### config.mk
export PLATFORM = sky130hd
export DESIGN_NAME = exec_pipe
export DESIGN_NICKNAME = d
export VERILOG_FILES = /design/src/rtl/exec_pipe.sv
export SDC_FILE = /design/constraint.sdc
export NUM_CORES = 2
export LEC_CHECK = 0
export ABC_AREA = 1
export CAP_MARGIN = 20
export CELL_PAD_IN_SITES_DETAIL_PLACEMENT = 1
export CELL_PAD_IN_SITES_GLOBAL_PLACEMENT = 1
export CORE_MARGIN = 2
export CORE_UTILIZATION = 44
export DETAILED_ROUTE_END_ITERATION = 10
export GPL_TIMING_DRIVEN = 0
export PLACE_DENSITY = 0.9
export SLEW_MARGIN = 25
export SYNTH_ARGS = -nofsm -noshare
export SYNTH_HDL_FRONTEND = slang
export SYNTH_SLANG_ARGS = --single-unit
### constraint.sdc
create_clock -name clk -period 10.1 [get_ports clk]
set_input_delay 2.02 -clock clk [delete_from_list [all_inputs] [get_ports clk]]
set_output_delay 2.02 -clock clk [all_outputs]
set_load 0.02 [all_outputs]
### src/rtl/exec_pipe.sv
// Handshaked execute stage: rhs = (X op O) + A, with a multi-cycle multiply.
// Optional macro EXEC_PIPE_SRA_EN turns reserved op 0100 into an arithmetic shift right.
module exec_pipe #(
  parameter int WIDTH      = 32,
  parameter int MUL_STAGES = 3
) (
  input  logic             clk,
  input  logic             reset_n,
  input  logic             flush,
  input  logic             in_valid,
  output logic             in_ready,
  input  logic [3:0]       op,
  input  logic             swap,
  input  logic [WIDTH-1:0] X,
  input  logic [WIDTH-1:0] Y,
  input  logic [WIDTH-1:0] I,
  output logic             out_valid,
  input  logic             out_ready,
  output logic [WIDTH-1:0] rhs,
  output logic             out_err
);

  localparam int CW = (MUL_STAGES > 1) ? $clog2(MUL_STAGES) : 1;
  localparam logic [WIDTH-1:0] W_LIM = WIDTH'(WIDTH);

  typedef enum logic [1:0] {
    IDLE = 2'd0,
    MUL  = 2'd1,
    DONE = 2'd2
  } state_t;

  state_t           state_q, state_d;
  logic [CW-1:0]    cnt_q, cnt_d;
  logic [WIDTH-1:0] rhs_q, rhs_d;
  logic             err_q, err_d;
  logic [WIDTH-1:0] mx_q, mx_d;
  logic [WIDTH-1:0] mo_q, mo_d;
  logic [WIDTH-1:0] ma_q, ma_d;

  logic [WIDTH-1:0] opo, opa;
  logic [WIDTH-1:0] alu_raw, alu_res, mul_res;
  logic             alu_err;
  logic             is_mul, acc;

  assign opo = swap ? I : Y;
  assign opa = swap ? Y : I;

  always_comb begin
    alu_raw = '0;
    alu_err = 1'b0;
    case (op)
      4'b0000: alu_raw = X | opo;
      4'b0001: alu_raw = X & opo;
      4'b0010: alu_raw = X + opo;
      // Only the single-cycle build multiplies here; otherwise the MUL state owns it.
      4'b0011: if (MUL_STAGES == 1) alu_raw = X * opo;
      4'b0101: alu_raw = (opo >= W_LIM) ? '0 : (X << opo);
      4'b0110: alu_raw = {WIDTH{$signed(X) < $signed(opo)}};
      4'b0111: alu_raw = {WIDTH{X == opo}};
      4'b1000: alu_raw = {WIDTH{$signed(X) > $signed(opo)}};
      4'b1001: alu_raw = X & ~opo;
      4'b1010: alu_raw = X ^ opo;
      4'b1011: alu_raw = X - opo;
      4'b1100: alu_raw = ~(X ^ opo);
      4'b1101: alu_raw = (opo >= W_LIM) ? '0 : (X >> opo);
      4'b1110: alu_raw = {WIDTH{X != opo}};
`ifdef EXEC_PIPE_SRA_EN
      4'b0100: alu_raw = (opo >= W_LIM) ? {WIDTH{X[WIDTH-1]}} : ($signed(X) >>> opo);
`else
      4'b0100: alu_err = 1'b1;
`endif
      default: alu_err = 1'b1;
    endcase
  end

  assign alu_res  = alu_err ? '0 : (alu_raw + opa);
  assign mul_res  = (mx_q * mo_q) + ma_q;
  assign is_mul   = (op == 4'b0011);
  assign in_ready = (state_q == IDLE) | ((state_q == DONE) & out_ready);
  assign acc      = in_valid & in_ready & ~flush;

  always_comb begin
    state_d = state_q;
    cnt_d   = cnt_q;
    rhs_d   = rhs_q;
    err_d   = err_q;
    mx_d    = mx_q;
    mo_d    = mo_q;
    ma_d    = ma_q;
    if (flush) begin
      state_d = IDLE;
      cnt_d   = '0;
    end else begin
      case (state_q)
        IDLE, DONE: begin
          if ((state_q == DONE) && out_ready) state_d = IDLE;
          if (acc) begin
            if (is_mul && (MUL_STAGES > 1)) begin
              state_d = MUL;
              cnt_d   = CW'(MUL_STAGES - 1);
              mx_d    = X;
              mo_d    = opo;
              ma_d    = opa;
            end else begin
              state_d = DONE;
              rhs_d   = alu_res;
              err_d   = alu_err;
            end
          end
        end
        MUL: begin
          if (cnt_q == CW'(1)) begin
            state_d = DONE;
            cnt_d   = '0;
            rhs_d   = mul_res;
            err_d   = 1'b0;
          end else begin
            cnt_d = cnt_q - CW'(1);
          end
        end
        default: state_d = IDLE;
      endcase
    end
  end

  always_ff @(posedge clk or negedge reset_n) begin
    if (!reset_n) begin
      state_q <= IDLE;
      cnt_q   <= '0;
      rhs_q   <= '0;
      err_q   <= 1'b0;
      mx_q    <= '0;
      mo_q    <= '0;
      ma_q    <= '0;
    end else begin
      state_q <= state_d;
      cnt_q   <= cnt_d;
      rhs_q   <= rhs_d;
      err_q   <= err_d;
      mx_q    <= mx_d;
      mo_q    <= mo_d;
      ma_q    <= ma_d;
    end
  end

  assign out_valid = (state_q == DONE);
  assign rhs       = rhs_q;
  assign out_err   = err_q;

endmodule

==> reports/qor_table.md <==
| Step | Metric | This run |
|:---|:---|:---|
| placement | Placed wire-length estimate after detailed placement | 158 mm |
| placement | Inst Count DP | 6478 |
| min path | Worst min path class | register to register |
| min path | Hold Crit Start | rhs[2]$_DFFE_PN0P_ |
| pwr | Leak | 0.0213 uW |
| synth | Combinational family with the most area after synthesis | adder cells |
| synth | Post-synth EDFFs | 0 |
| synth | Adder-Cell Fraction of Synth Area | 0.344 |
| finish | Finished Layout Cells | 6512 |
| synth | Share of cell area taken by muxes after synthesis | 0.000288 |
| detailed routing | Wire per inst | 28.5 um |
| die | Horizontal die dimension | 285 um |
| finish | Area growth, synth to finish | 10.2% |
| detailed routing | First-pass iteration count of the detailed router | 8 |
| global route | Global router's overall resource usage | 0.453 |
| sta | Final-report hold violation count | 0 |
| synth | Simple-gate area share of the yosys netlist | 0.247 |
| sta | Worst-case setup margin in the final layout | 375 ps |
| finish | Utilization after layout | 0.487 |
| placement | Final Wtd Congestion | 1.08 |
| sta | Final Critical Period | 9720 ps |
| sta | Worst clock skew on the final layout | 14.8 ps |
| clocking | Clock-pin slew of the registers on the worst-case setup and hold paths | 70 ps |
| synth | Synthesis-stage register bit count | 133 |
| global route | Largest net degree at the start of global routing | 88 |
| worst setup path | Critical setup path kind | input port to register |
| worst setup path | CP endpoint kind | register |
| global route | Number of global-route vias before repair | 40500 |
| synth | Register area share after synthesis | 0.0958 |
| clocking | H-Tree Depth | 4 |
| pwr | Worst supply voltage drop on vdd | 0.000601 V |
| clocking | TritonCTS clock tree | built |
| sta | Count of endpoints failing setup in the final report | 0 |
| worst setup path | Max incr delay on CP | 540 ps |
| global route | Initial antenna violation count | 9 |
| worst setup path | Crit start category | input port |
| detailed routing | DRC Markers | 0 |
| worst setup path | Data required time at the worst endpoint | 10510 ps |
| worst setup path | Worst r2r src | mx_q[7]$_DFFE_PN0P_ |
| worst setup path | Worst r2r dst | rhs[30]$_DFFE_PN0P_ |
| worst setup path | Critical-path top delay cell | clkdlybuf4s50_1 |
| finish | Fillers | 10600 |
| clocking | Clock latency on the worst-skew pair | 470 ps |
| clocking | CTS Root Cell | clkbuf_16 |
| die | Std-Cell Core Area | 78600 um2 |
| min path | Hold path cells | 2 |
| synth | Cells after Synth | 5285 |
| worst setup path | Endpoint arrival time on the critical path | 10130 ps |
| detailed routing | Wire length after detailed routing | 185 mm |
| die | Vert. Die Dim | 285 um |
| pwr | Overall power | 13800 uW |
| die | Number of primary I/O pins | 141 |
| sta | Final max-slew violation count | 0 |
| die | Die area | 81200 um2 |
| worst setup path | Number of cells on the worst reg-to-reg path | 33 |
| finish | Fraction of final layout cells sized beyond drive strength 1 | 0.0269 |
| run | Total of max-cap violations | 0 |
| clocking | Num Clock Sinks | 133 |
| global route | Global-route wire length before repair | 269 mm |
| synth | Synthesized-area fraction occupied by ao, oa, aoi and oai cells | 0.139 |
| clocking | TritonCTS Buffers | 17 |
| finish | Net count reported at finish | 6244 |
| detailed routing | DRT antenna net count | 0 |
| synth | Cell area after technology mapping | 34700 um2 |
| worst setup path | Max Fanout on Critical Path | 12 |
| synth | Yosys cell types | 61 |
| detailed routing | Overall via count from detail_route | 38600 |
| die | Initial Utilization | 0.442 |
| worst setup path | Reg-to-reg slack, setup | 610 ps |
| sta | Unrepaired setup endpoints after global routing | no |
| global route | Overall overflow remaining after global route | 0 |
| synth | Share of async-settable or async-resettable flops after synthesis | 1.00 |
| detailed routing | Detailed router's first-iteration violation count | 3653 |
| min path | Hold path endpoint | rhs[2]$_DFFE_PN0P_ |
| synth | Xor and xnor fraction of the mapped netlist area | 0.0189 |
| pwr | Power per standard cell area | 362 nW/um2 |
| synth | Yosys Warn Count | 0 |
| sta | Actual transition at the worst max-transition pin | 1240 ps |
| sta | Share of the cycle needed by the critical path after routing | 0.963 |
| die | Standard-cell rows | 103 |
| detailed routing | Via density per instance | 5.92 |
| synth | Syn Nets | 6083 |
| sta | Worst slew margin relative to its limit | 0.170 |
| synth | Post-synthesis average cell area | 6.57 um2 |
| sta | Max frequency | 0.103 GHz |
| placement | Worst Setup Slack post-DPL | -2010 ps |
| run status | Run status | finished clean |
| clocking | Number of buffers between clock root and the deepest sink | 2 |
| synth | Top_reg_cell synth | dfrtp_1 |
| placement | Input/output buffers | 139 |
| worst setup path | Cell mode on critical path | nand2_1 |
==> power breakdown <==
part           switching (uW)  total, uW  leakage, uW  internal [uW]
logic                    8280      12400       0.0194           4080
registers                 128        789      0.00165            661
clock network             278        701     0.000309            422
total                    8690      13800       0.0213           5160
==> layout make-up <==
cell class,count,area (um2),area share
Buffer,265,1110,0.0290
Clock inverter,13,196,0.00513
Tap cell,1050,1310,0.0343
Sequential cell,133,3330,0.0869
Clock buffer,18,439,0.0115
Multi-Input combinational cell,3754,26200,0.684
Timing Repair Buffer,145,1470,0.0383
Antenna cell,4,10.0,0.000261
Inverter,1130,4240,0.111
==> kinds of logic after synthesis <==
kind of cell	after synthesis
AND/OR/NAND/NOR	2131
XOR/XNOR	75
AO/OA/AOI/OAI	855
adder cells (fa/ha/maj)	692
flip-flops	133
multiplexers	1
buffers and inverters	1398
==> synthesized netlist by cell type, types with 6 or more instances <==
cell type | instances | area share
a21o_1 | 10 | 0.0022
buf_6 | 6 | 0.0019
nor3_1 | 27 | 0.0039
ha_1 | 251 | 0.090
nand2_1 | 1565 | 0.17
nand3_1 | 208 | 0.030
buf_2 | 23 | 0.0033
inv_1 | 1125 | 0.12
o21ai_1 | 26 | 0.0037
xor2_1 | 47 | 0.012
or2_2 | 19 | 0.0034
a211oi_1 | 19 | 0.0041
nor4_1 | 16 | 0.0029
o21ai_0 | 378 | 0.054
dfrtp_1 | 133 | 0.096
o2111ai_1 | 9 | 0.0023
buf_1 | 27 | 0.0029
a21oi_1 | 235 | 0.034
a21boi_0 | 10 | 0.0022
o21a_1 | 25 | 0.0054
a2111oi_0 | 9 | 0.0023
xnor2_1 | 28 | 0.0071
o21bai_1 | 13 | 0.0028
nor2_1 | 230 | 0.025
o211ai_1 | 65 | 0.014
nand3b_1 | 7 | 0.0015
o22ai_1 | 18 | 0.0032
nand4_1 | 32 | 0.0058
fa_1 | 441 | 0.25
nand2_2 | 10 | 0.0018
a31oi_1 | 12 | 0.0022
clkbuf_1 | 207 | 0.022
o221ai_1 | 7 | 0.0018
==> how the worst max path moves through the flow <==
stage               cells past startpoint                  end  from
floorplan                              40  rhs[21]$_DFFE_PN0P_  swap
global placement                       32  rhs[16]$_DFFE_PN0P_  swap
detailed placement                     41  rhs[23]$_DFFE_PN0P_  swap
CTS                                    37  rhs[28]$_DFFE_PN0P_  swap
global route                           47  rhs[30]$_DFFE_PN0P_  swap
finish                                 44  rhs[30]$_DFFE_PN0P_  swap
==> placed cells by master, fill, tap and decap left out, drive strengths merged, types with 47 or more instances in the layout <==
master and count:
a21oi 235, xor2 47, o211ai 65, nand2 1578, clkdlybuf4s50 138, fa 441, nor2 234, clkbuf 224
buf 66, ha 251, o21ai 408, dfrtp 133, inv 1132, nand3 210
==> sequential cells by signal, summed over array words and instances, names as in the netlist <==
register / cells
state_q: 2
mx_q: 32
rhs: 32
cnt_q: 2
mo_q: 32
ma_q: 32
out_err: 1
==> worst max-delay path: cells and delay by family <==
kind / cells / cell delay (ps)
buffers and inverters: 9 / 2610
adder cells (fa/ha/maj): 3 / 1080
AO/OA/AOI/OAI: 6 / 1250
AND/OR/NAND/NOR: 26 / 3120
==> through the flow <==
stage	TNS (ps)	instance area, um2	hold WS (ps)
CTS	0	38200	480
floorplan	0	34700	448
global route	0	38300	503
detailed placement	-37530	37500	464
finish	0	38300	475
global placement	-43130	37400	457
==> routing by layer <==
layer	up-vias	track usage	wire (um)
met5	-	0	26
met1	19200	0.546	69000
met3	684	0.126	20100
li1	16500	-	-
met2	2178	0.704	80900
met4	4	0.311	15400
==> timing repair <==
| action | CTS | global route |
|---|---|---|
| gates resized for setup | 14 | 17 |
| buffers inserted | 0 | 2 |
| hold buffers | 0 | 0 |
| endpoints found under the setup margin | 28 | 17 |
| pin swaps | 0 | 3 |
No activity file was read; power rests on OpenSTA's default activity.
